### config.mk
export PLATFORM = sky130hd
export DESIGN_NAME = addr_bus_responder
export DESIGN_NICKNAME = d
export VERILOG_FILES = /design/src/rtl/addr_bus_responder_pkg.sv /design/src/rtl/busr_wait_counter.sv /design/src/rtl/addr_bus_responder.sv
export SDC_FILE = /design/constraint.sdc
export NUM_CORES = 1
export LEC_CHECK = 0
export ABC_AREA = 1
export BUFFER_PORTS_ARGS = -buffer_cell sky130_fd_sc_hd__buf_2
export CORE_MARGIN = 2
export CORE_UTILIZATION = 40
export CTS_CLUSTER_DIAMETER = 100
export CTS_CLUSTER_SIZE = 20
export DETAILED_ROUTE_END_ITERATION = 10
export PLACE_DENSITY = 0.72
export REMOVE_ABC_BUFFERS = 1
export SETUP_SLACK_MARGIN = 0.2
export SYNTH_ARGS = -nofsm -noshare
export SYNTH_HDL_FRONTEND = slang
export SYNTH_HIERARCHICAL = 1
export SYNTH_SLANG_ARGS = --single-unit
### constraint.sdc
create_clock -name CLK -period 2 [get_ports CLK]
set_input_delay 0.1 -clock CLK [delete_from_list [all_inputs] [get_ports CLK]]
set_output_delay 0.1 -clock CLK [all_outputs]
set_load 0.01 [all_outputs]
### src/rtl/addr_bus_responder_pkg.sv
// Shared types and constants for the CPU bus responder.
package addr_bus_responder_pkg;

  localparam int unsigned ADDR_W = 16;
  localparam int unsigned DATA_W = 16;
  localparam int unsigned CNT_W  = 4;

  // Lowest address of the IO region; everything below is SRAM.
  localparam logic [ADDR_W-1:0] IO_BASE_DEFAULT = 16'hFF00;

  typedef enum logic [1:0] {
    BUSR_IDLE    = 2'b00,
    BUSR_ACCESS  = 2'b01,
    BUSR_ACK     = 2'b10,
    BUSR_RELEASE = 2'b11
  } busr_state_e;

  // Request captured when an access is accepted; held for the whole access.
  typedef struct packed {
    logic [ADDR_W-1:0] addr;
    logic [DATA_W-1:0] wdata;
    logic              is_write;
    logic              is_io;
  } busr_req_t;

  // Region decode: addresses at or above the IO base belong to IO.
  function automatic logic busr_is_io(input logic [ADDR_W-1:0] addr,
                                      input logic [ADDR_W-1:0] io_base);
    return (addr >= io_base);
  endfunction

endpackage

### src/rtl/busr_wait_counter.sv
// Loadable down-counter that times the wait states of one bus access.
module busr_wait_counter
  import addr_bus_responder_pkg::*;
(
  input  logic             clk,
  input  logic             rst_n,
  input  logic             load,
  input  logic [CNT_W-1:0] load_val,
  input  logic             dec,
  output logic             zero_c
);

  logic [CNT_W-1:0] count_q;

  // Load has priority; decrement saturates at zero.
  always_ff @(posedge clk or negedge rst_n) begin
    if (!rst_n) begin
      count_q <= '0;
    end else if (load) begin
      count_q <= load_val;
    end else if (dec && (count_q != '0)) begin
      count_q <= count_q - CNT_W'(1);
    end
  end

  assign zero_c = (count_q == '0);

endmodule

### src/rtl/addr_bus_responder.sv
// Memory-side bus responder: decodes RAM/IO, inserts wait states, acks once per request.
module addr_bus_responder
  import addr_bus_responder_pkg::*;
#(
  parameter int unsigned       WAIT_STATES = 1,
  parameter logic [ADDR_W-1:0] IO_BASE     = IO_BASE_DEFAULT
) (
  input  logic              CLK,
  input  logic              RESETN,
  input  logic [ADDR_W-1:0] ADDR,
  input  logic [DATA_W-1:0] DATA_IN,
  input  logic              RD,
  input  logic              WR,
  output logic [DATA_W-1:0] DATA_OUT,
  output logic              READY,
  output logic              BUS_ERR,
  output logic [ADDR_W-1:0] MEM_ADDR,
  output logic [DATA_W-1:0] MEM_WDATA,
  input  logic [DATA_W-1:0] MEM_RDATA,
  output logic              MEM_CE,
  output logic              MEM_WE,
  output logic              IO_SEL,
  output logic              IO_WE,
  input  logic [DATA_W-1:0] IO_RDATA
);

  localparam logic [CNT_W-1:0] WAIT_LOAD = CNT_W'(WAIT_STATES);

  busr_state_e       state_q, state_d;
  busr_req_t         req_q, req_d;
  logic [DATA_W-1:0] data_out_q, data_out_d;
  logic              ready_q, ready_d;
  logic              bus_err_q, bus_err_d;
  logic              mem_ce_q, mem_ce_d;
  logic              mem_we_q, mem_we_d;
  logic              io_sel_q, io_sel_d;
  logic              io_we_q, io_we_d;
  logic              cnt_load_c;
  logic              cnt_dec_c;
  logic              cnt_zero_c;
  logic              new_io_c;

  busr_wait_counter u_wait_counter (
    .clk      (CLK),
    .rst_n    (RESETN),
    .load     (cnt_load_c),
    .load_val (WAIT_LOAD),
    .dec      (cnt_dec_c),
    .zero_c   (cnt_zero_c)
  );

  assign new_io_c = busr_is_io(ADDR, IO_BASE);

  // Next-state and next-output logic; strobes are computed one cycle ahead so they leave flops.
  always_comb begin
    state_d    = state_q;
    req_d      = req_q;
    data_out_d = data_out_q;
    ready_d    = 1'b0;
    bus_err_d  = 1'b0;
    mem_ce_d   = 1'b0;
    mem_we_d   = 1'b0;
    io_sel_d   = 1'b0;
    io_we_d    = 1'b0;
    cnt_load_c = 1'b0;
    cnt_dec_c  = 1'b0;

    case (state_q)
      BUSR_IDLE: begin
        if (RD && WR) begin
          // Conflicting request: flag it and wait for the requester to let go.
          bus_err_d = 1'b1;
          state_d   = BUSR_RELEASE;
        end else if (RD ^ WR) begin
          req_d.addr     = ADDR;
          req_d.wdata    = DATA_IN;
          req_d.is_write = WR;
          req_d.is_io    = new_io_c;
          cnt_load_c     = 1'b1;
          mem_ce_d       = !new_io_c;
          mem_we_d       = !new_io_c && WR;
          io_sel_d       = new_io_c;
          io_we_d        = new_io_c && WR;
          state_d        = BUSR_ACCESS;
        end
      end

      BUSR_ACCESS: begin
        if (cnt_zero_c) begin
          // Last access cycle: capture read data and drop all strobes.
          if (!req_q.is_write) begin
            data_out_d = req_q.is_io ? IO_RDATA : MEM_RDATA;
          end
          ready_d = 1'b1;
          state_d = BUSR_ACK;
        end else begin
          cnt_dec_c = 1'b1;
          mem_ce_d  = !req_q.is_io;
          mem_we_d  = !req_q.is_io && req_q.is_write;
          io_sel_d  = req_q.is_io;
          io_we_d   = req_q.is_io && req_q.is_write;
        end
      end

      BUSR_ACK: begin
        state_d = BUSR_RELEASE;
      end

      BUSR_RELEASE: begin
        // A still-held request must not start a second access.
        if (!RD && !WR) begin
          state_d = BUSR_IDLE;
        end
      end

      default: begin
        state_d = BUSR_IDLE;
      end
    endcase
  end

  // State, latched request and output registers.
  always_ff @(posedge CLK or negedge RESETN) begin
    if (!RESETN) begin
      state_q    <= BUSR_IDLE;
      req_q      <= '0;
      data_out_q <= '0;
      ready_q    <= 1'b0;
      bus_err_q  <= 1'b0;
      mem_ce_q   <= 1'b0;
      mem_we_q   <= 1'b0;
      io_sel_q   <= 1'b0;
      io_we_q    <= 1'b0;
    end else begin
      state_q    <= state_d;
      req_q      <= req_d;
      data_out_q <= data_out_d;
      ready_q    <= ready_d;
      bus_err_q  <= bus_err_d;
      mem_ce_q   <= mem_ce_d;
      mem_we_q   <= mem_we_d;
      io_sel_q   <= io_sel_d;
      io_we_q    <= io_we_d;
    end
  end

  assign DATA_OUT  = data_out_q;
  assign READY     = ready_q;
  assign BUS_ERR   = bus_err_q;
  assign MEM_ADDR  = req_q.addr;
  assign MEM_WDATA = req_q.wdata;
  assign MEM_CE    = mem_ce_q;
  assign MEM_WE    = mem_we_q;
  assign IO_SEL    = io_sel_q;
  assign IO_WE     = io_we_q;

endmodule

==> impl_metrics.yaml <==
yosys:
  synthCells: 366
  yosysUniqueCellTypes: 22
  synth_edf_count: 0
  synthArstFlopShare: 1.00
  yosysTopAreaCellShare: 0.498
  synth_top_cells_by_area: "dfrtp_1 (50%), nand2_1 (20%), buf_4 (9.2%)"
  ys_ff_latch: 62
  syn_area_um2: 3110
  yosys-top-cells-count: "nand2_1 (166), dfrtp_1 (62), buf_4 (38)"
  ys_seq_area_frac: 0.498
  synth_area_per_cell_um2: 8.51
  yosysMostFrequentCell: "nand2_1"
  ys_warn_count: 6
  synth_ff_type: "dfrtp_1"
  yosysTopAreaCell: "dfrtp_1"
power:
  p_per_area_nw_per_um2: 1370
  ir_drop_uv: 607
  power_leakage_nw: 2.25
grt:
  grt_pass1_wl_mm: 11.7
  grt.overflow.total: 0
  grt_max_degree: 38
  antenna_found_initial: 0
  grt_pass1_vias: 2632
  grt_usage: 0.175
timing:
  fin_tns_setup_ns: 0
  whs_ns: 0.0710
  clock_skew_ns: 0.00495
  clock.fmax_mhz: 632
  fin_crit_sh: 0.791
  setup_viol: 0
  slew_viol_final: 0
  worst_pin_slew_ns: 0.671
  rsz0062_at_grt: "no"
  max_slew_margin: 0.553
  finalHoldViolations: 0
  layout_min_cycle_time_ns: 1.58
clocking:
  clockRootBuffer: "clkbuf_8"
  path_clk_slew_ns: 0.07
  numClockSinks: 62
  cts-buffers-inserted: 9
  cts-htree-levels: 3
  cts_tree: "built"
  clockBufferDepth: 2
  clk_latency_ns: 0.33
setup_path:
  crit_arrival_ns: 1.79
  required_ns: 2.20
  start_kind: "register"
  crit_type: "reg2reg"
  cp-startpoint: "state_q[0]"
  reg2reg_from: "state_q[0]"
  crit_fanout: 37
  critPathCaptureType: "register"
detailed_routing:
  vias_per_cell: 4.49
  vias: 2698
  drt_first_pass_iters: 4
  routed_wirelength_mm: 7.08
  wire_per_inst_um: 11.8
  drt_iter0_markers: 120
  antenna_left: 0
  drc: 0
floorplan:
  ioPinCount: 122
  die_x_um: 92.2
  rows: 32
  die_h_um: 92.2
  start_util: 0.407
  fp.coreArea_um2: 7650
  fp.dieArea_um2: 8500
cells_and_area:
  regArea_um2: 1550
  syn_to_final_growth_pct: 31.3
  drive_gt1_frac: 0.305
  fin_nets: 570
  num-fill-cells: 710
  antennaDiodeCount: 0
  multiInputGateArea_um2: 1130
flow_run:
  drv_cap: 0
worst_hold_path:
  min_path_type: "in2reg"
  hold_path.startpoint: "WR"
placed_design:
  globalplace.congestion: 0.723
  place_hpwl_mm: 4.78
  port_buffers: 121
outcome:
  status: "finished, final reports clean"
sequential cells by signal, indices dropped and copies added, names as in the netlist, 2 cells and up:
| register | count |
|---|---|
| req_q | 2 |
| MEM_WDATA | 16 |
| state_q | 2 |
| u_wait_counter/count_q | 4 |
| MEM_ADDR | 16 |
| DATA_OUT | 16 |
worst max-delay path, stage by stage (launching register included):
cell and delay (ns):
dfrtp_1 0.39, inv_1 0.08, ha_1 0.26, nand2_2 0.11, buf_4 0.38, nor2_4 0.07
nand3_1 0.11, o21ai_2 0.06
repair_timing:
item / in CTS / in global routing
hold buffers: 33 / 0
gates resized for setup: 0 / 2
endpoints found under the setup margin: 0 / 1
buffers inserted: 0 / 0
hold endpoints to repair: 48 / 0
cells in the final DEF, fill, tap and decap left out, drive strengths merged:
cell / netlist / layout
a21oi: 1 / 1
buf: 42 / 127
bufinv: 0 / 2
clkbuf: 3 / 12
clkinv: 1 / 3
conb: 2 / 4
dfrtp: 62 / 62
dlygate4sd3: 0 / 33
ha: 8 / 8
inv: 18 / 18
nand2: 170 / 170
nand3: 24 / 24
nand3b: 2 / 2
nand4: 1 / 1
nor2: 8 / 8
o21a: 16 / 16
o21ai: 8 / 8
area by class of cell:
| class | instances | share of cell area |
|---|---|---|
| inverters | 19 | 0.0181 |
| repair buffers | 160 | 0.243 |
| flip-flops and latches | 62 | 0.380 |
| clock buffers | 12 | 0.0355 |
| well taps | 102 | 0.0312 |
| multi-input cells | 242 | 0.275 |
| clock inverters | 4 | 0.0171 |
worst paths after layout:
| path | cells past startpoint | end | slack, ns |
|---|---|---|---|
| worst min-delay path | 3 | MEM_WE | 0.07 |
| worst min register to register | 2 | MEM_ADDR[2] | 0.48 |
| worst max-delay path | 7 | IO_SEL | 0.42 |
| min in group asynchronous | 2 | DATA_OUT[13] | 0.22 |
| worst max register to register | 7 | IO_SEL | 0.42 |
| max in group asynchronous | 3 | MEM_WDATA[15] | 1.13 |
power breakdown:
group / internal, mW / switching (mW)
clock network: 0.733 / 0.457
registers: 1.83 / 0.320
logic: 0.972 / 1.29
metal layers:
metal,GRT usage,up-vias,wire length [µm]
met2,0.307,106,3410
met3,0.0551,6,549
met1,0.200,1235,3060
li1,-,1351,-
met5,0,-,0
met4,0.0647,0,61
kinds of logic after synthesis:
logic type      count (synthesis)  synth area share
flops                          62             0.498
other cells                     2           0.00241
compound gates                 25            0.0543
fa+ha+maj                       8            0.0322
simple gates                  205             0.271
buf+inv                        64             0.142
through the flow:
step                setup WS, ns  area [µm²]  power, mW  utilization  instances
finish                     0.417        4090       5.60        0.535        601
global route               0.238        4090       6.08        0.535        601
CTS                        0.390        4090       5.64        0.534        601
detailed placement         0.415        3540       4.38        0.463        552
global placement           0.440        3540       4.31        0.463        552
floorplan                 0.0638        2750       3.46            -        323
Note: power is estimated with default switching activity, not from simulation.
